File: src/rtl/pre_if_stage_pkg.sv
// rtl/pre_if_stage_pkg.sv - shared widths, addresses and FSM encodings for the pre-IF stage
package pre_if_stage_pkg;

    localparam int BR_BUS_WD        = 34;
    localparam int PFS_TO_FS_BUS_WD = 65;

    localparam logic [31:0] PFS_RESET_PC = 32'hbfc00000;
    localparam logic [31:0] PFS_EX_ENTRY = 32'hbfc00380;

    typedef enum logic [1:0] {
        PFS_IDLE = 2'd0,
        PFS_REQ  = 2'd1,
        PFS_WAIT = 2'd2,
        PFS_BUF  = 2'd3
    } pfs_state_e;

endpackage

File: src/rtl/pfs_redirect_ctl.sv
// rtl/pfs_redirect_ctl.sv - redirect bookkeeping: pending flush target, delay-slot branch target, next_pc
module pfs_redirect_ctl
    import pre_if_stage_pkg::*;
#(
    parameter logic [31:0] EX_ENTRY = PFS_EX_ENTRY
) (
    input  logic                 clk,
    input  logic                 reset,
    input  logic [BR_BUS_WD-1:0] br_bus,
    input  logic                 ws_ex,
    input  logic                 eret_flush,
    input  logic [31:0]          cp0_epc,
    input  logic [31:0]          pc,
    input  logic                 consume,
    output logic                 flush,
    output logic                 kill,
    output logic [31:0]          next_pc
);

    logic        ds_fetched;
    logic        br_taken;
    logic [31:0] br_target;
    logic        wb_flush;
    logic        ds_now;
    logic [31:0] flush_target;

    logic        redir_pending;
    logic [31:0] redir_target;
    logic        ds_wait;
    logic [31:0] ds_target;

    assign ds_fetched = br_bus[33];
    assign br_taken   = br_bus[32];
    assign br_target  = br_bus[31:0];

    // A branch is ignored when WB flushes in the same cycle.
    assign wb_flush     = ws_ex | eret_flush;
    assign flush        = wb_flush | (br_taken & ds_fetched);
    assign ds_now       = br_taken & ~ds_fetched & ~wb_flush;
    assign flush_target = ws_ex      ? EX_ENTRY :
                          eret_flush ? cp0_epc  : br_target;

    assign kill = flush | redir_pending;

    always_comb begin
        next_pc = pc + 32'd4;
        if (flush)
            next_pc = flush_target;
        else if (redir_pending)
            next_pc = redir_target;
        else if (ds_now)
            next_pc = br_target;
        else if (ds_wait)
            next_pc = ds_target;
    end

    always_ff @(posedge clk) begin
        if (reset) begin
            redir_pending <= 1'b0;
            redir_target  <= 32'd0;
            ds_wait       <= 1'b0;
            ds_target     <= 32'd0;
        end else if (consume) begin
            redir_pending <= 1'b0;
            ds_wait       <= 1'b0;
        end else if (flush) begin
            redir_pending <= 1'b1;
            redir_target  <= flush_target;
            ds_wait       <= 1'b0;
        end else if (ds_now) begin
            ds_wait   <= 1'b1;
            ds_target <= br_target;
        end
    end

endmodule

File: src/rtl/pre_if_stage.sv
// rtl/pre_if_stage.sv - fetch PC owner, instruction SRAM requester and 1-entry bundle buffer toward IF
module pre_if_stage
    import pre_if_stage_pkg::*;
#(
    parameter logic [31:0] RESET_PC = PFS_RESET_PC,
    parameter logic [31:0] EX_ENTRY = PFS_EX_ENTRY
) (
    input  logic                        clk,
    input  logic                        reset,
    input  logic                        fs_allowin,
    input  logic [BR_BUS_WD-1:0]        br_bus,
    input  logic                        ws_ex,
    input  logic                        eret_flush,
    input  logic [31:0]                 cp0_epc,
    output logic                        pfs_to_fs_valid,
    output logic [PFS_TO_FS_BUS_WD-1:0] pfs_to_fs_bus,
    output logic                        inst_sram_req,
    output logic                        inst_sram_wr,
    output logic [1:0]                  inst_sram_size,
    output logic [31:0]                 inst_sram_addr,
    output logic [31:0]                 inst_sram_wdata,
    input  logic                        inst_sram_addr_ok,
    input  logic                        inst_sram_data_ok,
    input  logic [31:0]                 inst_sram_rdata
);

    pfs_state_e                  state, state_nxt;
    logic [31:0]                 pc, pc_nxt;
    logic                        cancel, cancel_nxt;
    logic [PFS_TO_FS_BUS_WD-1:0] fs_buf, fs_buf_nxt;
    logic                        consume;
    logic                        flush;
    logic                        kill;
    logic [31:0]                 next_pc;

    pfs_redirect_ctl #(
        .EX_ENTRY (EX_ENTRY)
    ) u_redirect_ctl (
        .clk        (clk),
        .reset      (reset),
        .br_bus     (br_bus),
        .ws_ex      (ws_ex),
        .eret_flush (eret_flush),
        .cp0_epc    (cp0_epc),
        .pc         (pc),
        .consume    (consume),
        .flush      (flush),
        .kill       (kill),
        .next_pc    (next_pc)
    );

    assign inst_sram_wr    = 1'b0;
    assign inst_sram_size  = 2'b10;
    assign inst_sram_addr  = pc;
    assign inst_sram_wdata = 32'd0;
    assign pfs_to_fs_bus   = fs_buf;

    always_comb begin
        state_nxt       = state;
        pc_nxt          = pc;
        cancel_nxt      = cancel;
        fs_buf_nxt      = fs_buf;
        consume         = 1'b0;
        pfs_to_fs_valid = 1'b0;
        inst_sram_req   = 1'b0;
        case (state)
            PFS_IDLE: begin
                if (flush) begin
                    pc_nxt  = next_pc;
                    consume = 1'b1;
                end else if (pc[1:0] != 2'b00) begin
                    fs_buf_nxt = {1'b1, 32'd0, pc};
                    state_nxt  = PFS_BUF;
                end else begin
                    state_nxt = PFS_REQ;
                end
            end
            PFS_REQ: begin
                // Address stays on the bus until accepted; a redirect seen meanwhile cancels the reply.
                inst_sram_req = 1'b1;
                if (inst_sram_addr_ok) begin
                    cancel_nxt = kill;
                    state_nxt  = PFS_WAIT;
                end
            end
            PFS_WAIT: begin
                if (inst_sram_data_ok) begin
                    if (cancel || kill) begin
                        cancel_nxt = 1'b0;
                        pc_nxt     = next_pc;
                        consume    = 1'b1;
                        state_nxt  = PFS_IDLE;
                    end else begin
                        fs_buf_nxt = {1'b0, inst_sram_rdata, pc};
                        state_nxt  = PFS_BUF;
                    end
                end else if (flush) begin
                    cancel_nxt = 1'b1;
                end
            end
            PFS_BUF: begin
                if (flush) begin
                    pc_nxt    = next_pc;
                    consume   = 1'b1;
                    state_nxt = PFS_IDLE;
                end else begin
                    pfs_to_fs_valid = 1'b1;
                    if (fs_allowin) begin
                        pc_nxt    = next_pc;
                        consume   = 1'b1;
                        state_nxt = PFS_IDLE;
                    end
                end
            end
            default: state_nxt = PFS_IDLE;
        endcase
    end

    always_ff @(posedge clk) begin
        if (reset) begin
            state  <= PFS_IDLE;
            pc     <= RESET_PC;
            cancel <= 1'b0;
            fs_buf <= '0;
        end else begin
            state  <= state_nxt;
            pc     <= pc_nxt;
            cancel <= cancel_nxt;
            fs_buf <= fs_buf_nxt;
        end
    end

endmodule

File: config.mk
export PLATFORM = sky130hd
export DESIGN_NAME = pre_if_stage
export DESIGN_NICKNAME = d
export VERILOG_FILES = /design/src/rtl/pre_if_stage_pkg.sv /design/src/rtl/pfs_redirect_ctl.sv /design/src/rtl/pre_if_stage.sv
export SDC_FILE = /design/constraint.sdc
export NUM_CORES = 1
export LEC_CHECK = 0
export BUFFER_PORTS_ARGS = -buffer_cell sky130_fd_sc_hd__clkbuf_2
export CORE_AREA = 2 2 152 154
export CTS_CLUSTER_SIZE = 14
export DETAILED_ROUTE_END_ITERATION = 12
export DIE_AREA = 0 0 154 156
export GPL_ROUTABILITY_DRIVEN = 0
export PLACE_DENSITY_LB_ADDON = 0.12
export SYNTH_ARGS = -nofsm -noshare
export SYNTH_HDL_FRONTEND = slang
export SYNTH_HIERARCHICAL = 1
export SYNTH_SLANG_ARGS = --single-unit
File: constraint.sdc
create_clock -name clk -period 5.4 [get_ports clk]
set_clock_uncertainty 0.2 [all_clocks]
set_input_delay 1.35 -clock clk [delete_from_list [all_inputs] [get_ports clk]]
set_output_delay 1.35 -clock clk [all_outputs]
set_load 0.01 [all_outputs]
==> qor.txt, run 1 <==
Max-slew headroom = 37.8%
Primary FF master, synth = dfxtp_1
vias in the first global route = 7,683
H-tree depth = 4
setup repair bufs after CTS = 0
Core Area = 22,400 um2
RSZ-0062 raised after global routing = false
max-cap viol count = 0
yosys warns = 6
final worst setup slack = 1390 ps
Hold Path Class = flop to flop
nets = 1,397
asr flop ratio synth = 0%
Post-synth EDFFs = 0
first-pass GRT wire length = 42,400 um
mux contribution to synthesized area = 6.56%
wire per inst = 16.9 um
final slew viol count = 0
# IOs = 239
Worst Tran Pin Value = 932 ps
multi-input logic area = 4730 um2
post-synthesis sequential area ratio = 37.6%
WP data required = 3850 ps
DRC = 0
Synth Register Bits = 166
Lkg Pwr = 4.07 nW
Die Height = 156 um
starting DRC count in detailed routing = 727
CP Class = input port to primary output
Unique masters post-synth = 63
total gr overflow = 0
most numerous cell in the Yosys netlist = nand2_1
Post-DRT Antenna Nets = 0
post-DP HPWL = 18,700 um
dpl ws = 1070 ps
number of buffers created by CTS = 17
number of vias after detailed routing = 8,406
Synth area leader = dfxtp_1
Detailed Route WL = 26,900 um
PwrDens = 320 nW/um2
vias per cell = 5.29
Commonest cells post-synth = nand2_1 (193), dfxtp_1 (166), a21oi_1 (115)
initial antenna violation count = 0
FMAX = 0.249 GHz
Min Clock Period, post-route = 4010 ps
# fillers = 2,341
Setup Total Neg Slack = 0 ps
final hold vios = 0
area of the die = 24,000 um2
adder-cell share of the synthesized area = 0.141%
share of cells above drive strength 1 = 21.1%
CTS root buffer = clkbuf_16
GR Util All Layers = 22.1%
pin count of the biggest net entering global routing = 115
Startpoint Class = input port
Mean Syn Cell Area = 7.59 um2
Worst-Skew Late Latency = 430 ps
Placed Instance Area = 9720 um2
critical path arrival = 2460 ps
drt first pass iters = 5
CP endpoint kind = primary output
status = finished, final reports clean
Final setup viols = 0
CTS max path bufs = 2
Tot Pwr = 3.28 mW
Worst-path clk slew = 70 ps
Synth Area in XOR/XNOR = 1.68%
register area = 3320 um2
# diodes = 0
post_cts resized = 0
ranking of synthesized cells by area = dfxtp_1 (38%), nand2_1 (8.2%), mux2i_1 (6.6%)
top-area cell type share of the netlist area = 37.6%
Mapped Cells = 1,166
period utilization = 74.3%
CP Max Fanout = 27
Post-Syn Area = 8850 um2
CTS tree = built
row count = 55
Compound-Gate Fraction of Synth Area = 18.8%
largest family of logic cells by synthesized area = simple AND/OR/NAND/NOR gates
Layout area overhead = 16.1%
starting density of the core = 39.6%
post-route cell area = 10,300 um2
Hold Buf Count CTS = 0
maximum vdd drop = 0.000186 V
DIE WIDTH = 154 um
port bufs = 203
Synth Area in Simple Gates = 24.5%
Sink Count = 166
==> power breakdown <==
| group | total [mW] | internal, mW | switching, mW |
|---|---|---|---|
| clock | 1.17 | 0.639 | 0.533 |
| combinational | 0.682 | 0.244 | 0.438 |
| sequential | 1.43 | 1.31 | 0.116 |
| total | 3.28 | 2.20 | 1.09 |
==> cell usage in the layout (no fill, tap or decap), types with 7 or more instances in the layout <==
cell         n
a211oi_1    16
a21oi_1    115
a221oi_1     8
a311oi_1     8
and3_1      10
buf_4       19
clkbuf_16   17
clkbuf_2   202
conb_1      35
dfxtp_1    166
inv_1       18
mux2i_1     58
nand2_1    193
nand2b_1    40
nand3_1     48
nand4_1     13
nor2_1      94
nor3_1      32
nor4_1       9
o211ai_1    12
o21ai_0     54
o21ai_1     30
xnor2_1      7
xor2_1      10
==> per-layer routing <==
layer | track usage, % | wire, um | up-vias
met4 | 5.65 | 257 | 0
li1 | - | - | 4198
met5 | 0 | 0 | -
met1 | 31.9 | 13100 | 3850
met2 | 33.7 | 11700 | 342
met3 | 4.31 | 1920 | 16
==> worst paths after layout <==
path	start	slack (ps)	endpoint	depth (start not counted)
max	br_bus[32]	1390	pfs_to_fs_valid	6
min	u_redirect_ctl/redir_target[16]	250	u_redirect_ctl/redir_target[16]	2
max reg2reg	u_redirect_ctl/redir_pending	2180	u_redirect_ctl/redir_target[15]	11
min reg2reg	u_redirect_ctl/redir_target[16]	250	u_redirect_ctl/redir_target[16]	2
==> logic make-up after synthesis <==
| family | count (synthesis) |
|---|---|
| simple gates | 470 |
| compound gates | 281 |
| buf+inv | 171 |
| flops | 166 |
| mux | 58 |
| xor+xnor | 17 |
| other cells | 2 |
| fa+ha+maj | 1 |
==> state kept, by name, summed over array words and instances, names as in the netlist <==
signal and count:
u_redirect_ctl/ds_target 32, u_redirect_ctl/redir_pending 1, cancel 1, state 2
pfs_to_fs_bus 65, u_redirect_ctl/redir_target 32, u_redirect_ctl/ds_wait 1, inst_sram_addr 32
==> final cells by class <==
cell class	instances	share of cell area [%]
inverters	19	0.694
repair buffers	225	12.0
flip-flops and latches	166	32.3
well taps	285	3.47
clock buffers	18	4.18
multi-input cells	862	46.1
clock inverters	14	1.24
==> critical path, stage by stage <==
cell	delay, ps
clkbuf_2	200
a211oi_2	290
inv_1	80
buf_4	240
nor2_1	150
clkbuf_2	140
==> per-stage QoR <==
stage | hold slack (ps) | std cells | util, %
after floorplan | 231 | 1199 | -
after detailed placement | 244 | 1557 | 43.5
after global routing | 271 | 1589 | 45.9
after CTS | 253 | 1589 | 45.9
after global placement | 238 | 1557 | 43.5
final | 253 | 1589 | 45.9
No activity file was read; power rests on OpenSTA's default activity.
==> run 2: changes to the inputs <==
ABC_AREA = 1   (was not set)
CORE_AREA = 2 2 160 162   (was 2 2 152 154)
DIE_AREA = 0 0 162 164   (was 0 0 154 156)
clock period = 3.3 ns   (was 5.4 ns; I/O delays follow)
==> qor.txt, run 2 <==
status = finished, final reports clean (unchanged)
Post-synth EDFFs = 0 (unchanged)
Hold Buf Count CTS = 0 (unchanged)
DIE WIDTH = 162 um (was 154 um)
GR Util All Layers = 21.8% (was 22.1%)
top-area cell type share of the netlist area = 33.8% (was 37.6%)
asr flop ratio synth = 0% (unchanged)
Synth Register Bits = 166 (unchanged)
DRC = 0 (unchanged)
Min Clock Period, post-route = 2640 ps
WP data required = 2270 ps (was 3850 ps)
Critical Path Max Stage Delay = 210 ps (was 290 ps)
Synth Area in Simple Gates = 35.9% (was 24.5%)
vias in the first global route = 8,655 (was 7,683)
Hold EP = pfs_to_fs_bus[64] (was u_redirect_ctl/redir_target[16])
Post-DRT Antenna Nets = 0 (unchanged)
PwrDens = 778 nW/um2 (was 320 nW/um2)
adder-cell share of the synthesized area = 0.127% (was 0.141%)
most common cell after layout, fill and taps aside = nand2_1 (was clkbuf_2)
vias per cell = 4.70 (was 5.29)
Compound-Gate Fraction of Synth Area = 12.7% (was 18.8%)
Unique masters post-synth = 36 (was 63)
Startpoint Class = input port (unchanged)
Lkg Pwr = 5.94 nW (was 4.07 nW)
Die Height = 164 um (was 156 um)
# IOs = 239 (unchanged)
Largest register FFs = 65 (unchanged)
dpl ws = 334 ps (was 1070 ps)
Mapped Cells = 1,615 (was 1,166)
post-route cell area = 11,300 um2 (was 10,300 um2)
Setup Total Neg Slack = 0 ps (unchanged)
post_cts resized = 0 (unchanged)
yosys warns = 6 (unchanged)
RSZ-0062 raised after global routing = false (unchanged)
maximum vdd drop = 0.000633 V (was 0.000186 V)
Synth area leader = dfxtp_1 (unchanged)
number of vias after detailed routing = 9,807 (was 8,406)
H-tree depth = 4 (unchanged)
reg-to-reg endpoint = inst_sram_addr[16] (was u_redirect_ctl/redir_target[15])
ranking of synthesized cells by area = dfxtp_1 (34%), nand2_1 (16%), nor2_1 (13%) (was dfxtp_1 (38%), nand2_1 (8.2%), mux2i_1 (6.6%))
commonest non-fill, non-tap cells in the layout = nand2_1 (419), nor2_1 (330), clkbuf_2 (203) (was clkbuf_2 (202), nand2_1 (193), dfxtp_1 (166))
Hold Path Class = flop to flop (unchanged)
final slew viol count = 0 (unchanged)
Primary FF master, synth = dfxtp_1 (unchanged)
starting density of the core = 39.6% (about the same)
CTS tree = built (unchanged)
Worst-Skew Late Latency = 430 ps (about the same)
R2R depth = 11 (unchanged)
post-synthesis sequential area ratio = 33.8% (was 37.6%)
row count = 58 (was 55)
Sink Count = 166 (unchanged)
CP endpoint kind = primary output (unchanged)
Layout area overhead = 15.2% (was 16.1%)
period utilization = 80.1%
Commonest cells post-synth = nand2_1 (419), nor2_1 (330), inv_1 (179) (was nand2_1 (193), dfxtp_1 (166), a21oi_1 (115))
Synth Area in XOR/XNOR = 0.801% (was 1.68%)
share of cells above drive strength 1 = 16.3% (was 21.1%)
total gr overflow = 0 (unchanged)
pin count of the biggest net entering global routing = 108 (was 115)
Detailed Route WL = 29,300 um (was 26,900 um)
Worst Tran Pin Value = 809 ps (was 932 ps)
R2R Setup Slk = 930 ps (was 2180 ps)
CTS max path bufs = 2 (unchanged)
max-cap viol count = 0 (unchanged)
worst r2r src = inst_sram_addr[2] (was u_redirect_ctl/redir_pending)
final hold vios = 0 (unchanged)
hold path cells = 2 (unchanged)
setup repair bufs after CTS = 0 (unchanged)
Max-slew headroom = 45.9% (was 37.8%)
crit path max-delay cell type = nor2_1 (was a211oi_2)
most numerous cell in the Yosys netlist = nand2_1 (unchanged)
area of the die = 26,600 um2 (was 24,000 um2)
largest family of logic cells by synthesized area = simple AND/OR/NAND/NOR gates (unchanged)
Post-Syn Area = 9840 um2 (was 8850 um2)
# diodes = 0 (unchanged)
Placed Instance Area = 10,700 um2 (was 9720 um2)
CTS root buffer = clkbuf_16 (unchanged)
number of buffers created by CTS = 17 (unchanged)
nets = 1,850 (was 1,397)
wire per inst = 14.0 um (was 16.9 um)
Core Area = 24,800 um2 (was 22,400 um2)
CP Class = input port to primary output (unchanged)
worst min-delay path startpoint = pfs_to_fs_bus[64] (was u_redirect_ctl/redir_target[16])
drt first pass iters = 6 (was 5)
CP dominant cell by count = clkbuf_2 (unchanged)
FMAX = 0.378 GHz
starting DRC count in detailed routing = 758 (was 727)
mux contribution to synthesized area = 0% (was 6.56%)
post-DP HPWL = 20,900 um (was 18,700 um)
CP Max Fanout = 7 (was 27)
# fillers = 2,751 (was 2,341)
critical path arrival = 1620 ps (was 2460 ps)
Critical Path, Cell by Cell = clkbuf_2, inv_1, nand2_1, inv_2, nand2_4, nor2_1, clkbuf_2 (was clkbuf_2, a211oi_2, inv_1, buf_4, nor2_1, clkbuf_2)
Final setup viols = 0 (unchanged)
port bufs = 203 (unchanged)
first-pass GRT wire length = 46,500 um (was 42,400 um)
Worst-path clk slew = 60 ps (was 70 ps)
final worst setup slack = 658 ps (was 1390 ps)
initial antenna violation count = 0 (unchanged)
Mean Syn Cell Area = 6.09 um2 (was 7.59 um2)
-- run 2: cell types whose count changed in the layout (fill, tap and decap cells not counted), sizes merged, moves of 31 or more --
cell and change:
a21oi -54, inv +168, mux2i -58, nand2 +231, nand2b -40, nand3 +61, nor2 +242, nor3 -32
o21ai +31
-- run 2: logic make-up (layout without fill, tap and decap cells) --
logic type               count (synthesis)  count (layout)
AO/OA/AOI/OAI                          219             219
XOR/XNOR                                 9               9
adder cells (fa/ha/maj)                  1               1
buffers and inverters                  341             450
flip-flops                             166             166
other                                    2              35
AND/OR/NAND/NOR                        877             877
-- run 2: cell type report --
class	count	area, um2	share of cell area [%]
repair buffers	228	1250	11.1
inverters	190	713	6.29
multi-input cells	1141	5010	44.2
flip-flops and latches	166	3320	29.3
well taps	330	413	3.64
clock inverters	13	170	1.50
clock buffers	19	453	4.00
-- run 2: worst max path at each step --
stage / end / slack (ps) / start
floorplan: u_redirect_ctl/redir_target[13] / 240 / ws_ex
global placement: u_redirect_ctl/ds_target[1] / 420 / ws_ex
detailed placement: u_redirect_ctl/ds_target[5] / 330 / ws_ex
CTS: pfs_to_fs_valid / 640 / ws_ex
global route: pfs_to_fs_valid / 560 / ws_ex
finish: pfs_to_fs_valid / 660 / ws_ex
-- run 2: per-stage QoR --
stage,hold slack [ps],utilization [%],power [mW],std cells
after floorplan,224,-,5.82,1648
after global placement,232,43.2,6.69,2055
after detailed placement,239,43.2,6.72,2055
after CTS,249,45.7,8.87,2087
after global routing,266,45.7,9.57,2087
final,245,45.7,8.81,2087
-- run 2: power breakdown --
| part | total (mW) | switching, mW | internal, mW |
|---|---|---|---|
| logic | 3.74 | 2.48 | 1.26 |
| registers | 2.95 | 0.426 | 2.53 |
| clock network | 2.12 | 0.877 | 1.24 |
-- run 2: routing by layer --
layer / up-vias / share of wire, % / global-route usage (%)
met2: 292 / 42 / 32.4
met1: 4352 / 51 / 33.1
met3: 15 / 6.1 / 3.61
li1: 5148 / - / -
met5: - / 0 / 0
met4: 0 / 0.67 / 4.14
-- run 2: worst max-delay path, delay by kind of cell --
family / cells / cell delay (ps)
simple gates: 3 / 390
buf+inv: 4 / 410
==> run 3: changes to the inputs <==
clock period = 2.69 ns   (was 3.3 ns; I/O delays follow)
==> qor.txt, run 3 (same netlist as run 2, synthesis figures left out) <==
status = finished, final reports clean (unchanged)
final slew viol count = 0 (unchanged)
Post-Place Cells = 2,064 (was 2,055)
port bufs = 203 (unchanged)
starting DRC count in detailed routing = 843 (was 758)
initial antenna violation count = 0 (unchanged)
H-tree depth = 4 (unchanged)
dpl ws = -67.0 ps (was 334 ps)
CP Max Fanout = 7 (unchanged)
CP Class = input port to primary output (unchanged)
row count = 58 (unchanged)
setup repair bufs after CTS = 0 (unchanged)
DRC = 0 (unchanged)
number of vias after detailed routing = 9,857 (was 9,807)
final hold vios = 0 (unchanged)
post-route cell area = 11,400 um2 (was 11,300 um2)
crit path max-delay cell type = nor2_1 (unchanged)
Lkg Pwr = 6.00 nW (was 5.94 nW)
Sink Count = 166 (unchanged)
nets = 1,859 (was 1,850)
worst min-delay path startpoint = pfs_to_fs_bus[64] (unchanged)
post-DP HPWL = 20,900 um (about the same)
final worst setup slack = 360 ps (was 658 ps)
post_cts resized = 0 (unchanged)
share of cells above drive strength 1 = 16.9% (was 16.3%)
Hold Buf Count CTS = 0 (unchanged)
Final Hold Slack = 247 ps (was 245 ps)
Detailed Route WL = 29,400 um (was 29,300 um)
Post-DRT Antenna Nets = 0 (unchanged)
max-cap viol count = 0 (unchanged)
Worst Tran Pin Value = 671 ps (was 809 ps)
Placed Instance Area = 10,800 um2 (was 10,700 um2)
first-pass GRT wire length = 46,400 um (was 46,500 um)
total gr overflow = 0 (unchanged)
Post-Layout Cell Count = 2,096 (was 2,087)
vias in the first global route = 8,518 (was 8,655)
Die Height = 164 um (unchanged)
Hold Path Class = flop to flop (unchanged)
maximum vdd drop = 0.000892 V (was 0.000633 V)
commonest non-fill, non-tap cells in the layout = nand2_1 (419), nor2_1 (329), clkbuf_2 (203) (was nand2_1 (419), nor2_1 (330), clkbuf_2 (203))
CTS max path bufs = 2 (unchanged)
most common cell after layout, fill and taps aside = nand2_1 (unchanged)
critical path arrival = 1460 ps (was 1620 ps)
Critical Path, Cell by Cell = clkbuf_2, inv_2, nand2_1, inv_2, nand2_4, nor2_1, clkbuf_2 (was clkbuf_2, inv_1, nand2_1, inv_2, nand2_4, nor2_1, clkbuf_2)
period utilization = 86.6%
Layout area overhead = 16.3% (was 15.2%)
PwrDens = 947 nW/um2 (was 778 nW/um2)
vias per cell = 4.70 (about the same)
GR Util All Layers = 21.8% (about the same)
# diodes = 0 (unchanged)
# IOs = 239 (unchanged)
CP endpoint kind = primary output (unchanged)
final core utilization = 46.1% (was 45.7%)
CTS tree = built (unchanged)
CTS root buffer = clkbuf_16 (unchanged)
drt first pass iters = 5 (was 6)
worst r2r src = inst_sram_addr[10] (was inst_sram_addr[2])
number of buffers created by CTS = 17 (unchanged)
Core Area = 24,800 um2 (unchanged)
pin count of the biggest net entering global routing = 108 (unchanged)
DIE WIDTH = 162 um (unchanged)
CP startpoint = ws_ex (unchanged)
Worst-path clk slew = 70 ps (was 60 ps)
Critical Path Max Stage Delay = 210 ps (about the same)
area of the die = 26,600 um2 (unchanged)
WP data required = 1820 ps (was 2270 ps)
FMAX = 0.429 GHz
Startpoint Class = input port (unchanged)
Worst-Skew Late Latency = 440 ps (was 430 ps)
Max-slew headroom = 55.2% (was 45.9%)
Final setup viols = 0 (unchanged)
starting density of the core = 39.6% (unchanged)
RSZ-0062 raised after global routing = false (unchanged)
wire per inst = 14.0 um (about the same)
Min Clock Period, post-route = 2330 ps
Largest register FFs = 65 (unchanged)
run 3: worst paths after layout:
check / endpoint / cells after the start / slack (ps)
worst max-delay path: pfs_to_fs_valid / 7 / 360
worst min-delay path: pfs_to_fs_bus[64] / 2 / 250
worst max register to register: inst_sram_addr[25] / 13 / 390
worst min register to register: pfs_to_fs_bus[64] / 2 / 250
run 3: final cells by class:
class | instances | area (um2)
Clock buffer | 17 | 425
Clock inverter | 15 | 173
Fill cell | 2748 | 13400
Inverter | 190 | 713
Multi-Input combinational cell | 1141 | 5020
Sequential cell | 166 | 3320
Tap cell | 330 | 413
Timing Repair Buffer | 237 | 1370
run 3: metrics by stage:
step	setup TNS [ps]	power (mW)
global placement	-1.35	8.32
global route	0	11.8
finish	0	10.8
floorplan	-39.2	7.18
CTS	0	10.9
detailed placement	-422	8.36
run 3: critical path: cells and delay by family:
family,cells,cell delay [ps]
simple gates,3,380
buf+inv,4,390
run 3: routing by layer:
metal / track usage [%] / up-vias / wire, um
met1: 34.0 / 4362 / 15300
met2: 31.3 / 319 / 12200
met3: 3.11 / 20 / 1670
li1: - / 5156 / -
met5: 0 / - / 0
met4: 4.79 / 0 / 287
run 3: report_power, final:
| group | internal (mW) | leakage [nW] | switching, mW |
|---|---|---|---|
| logic | 1.66 | 4.35 | 3.06 |
| registers | 3.10 | 1.36 | 0.506 |
| clock network | 1.39 | 0.285 | 1.12 |
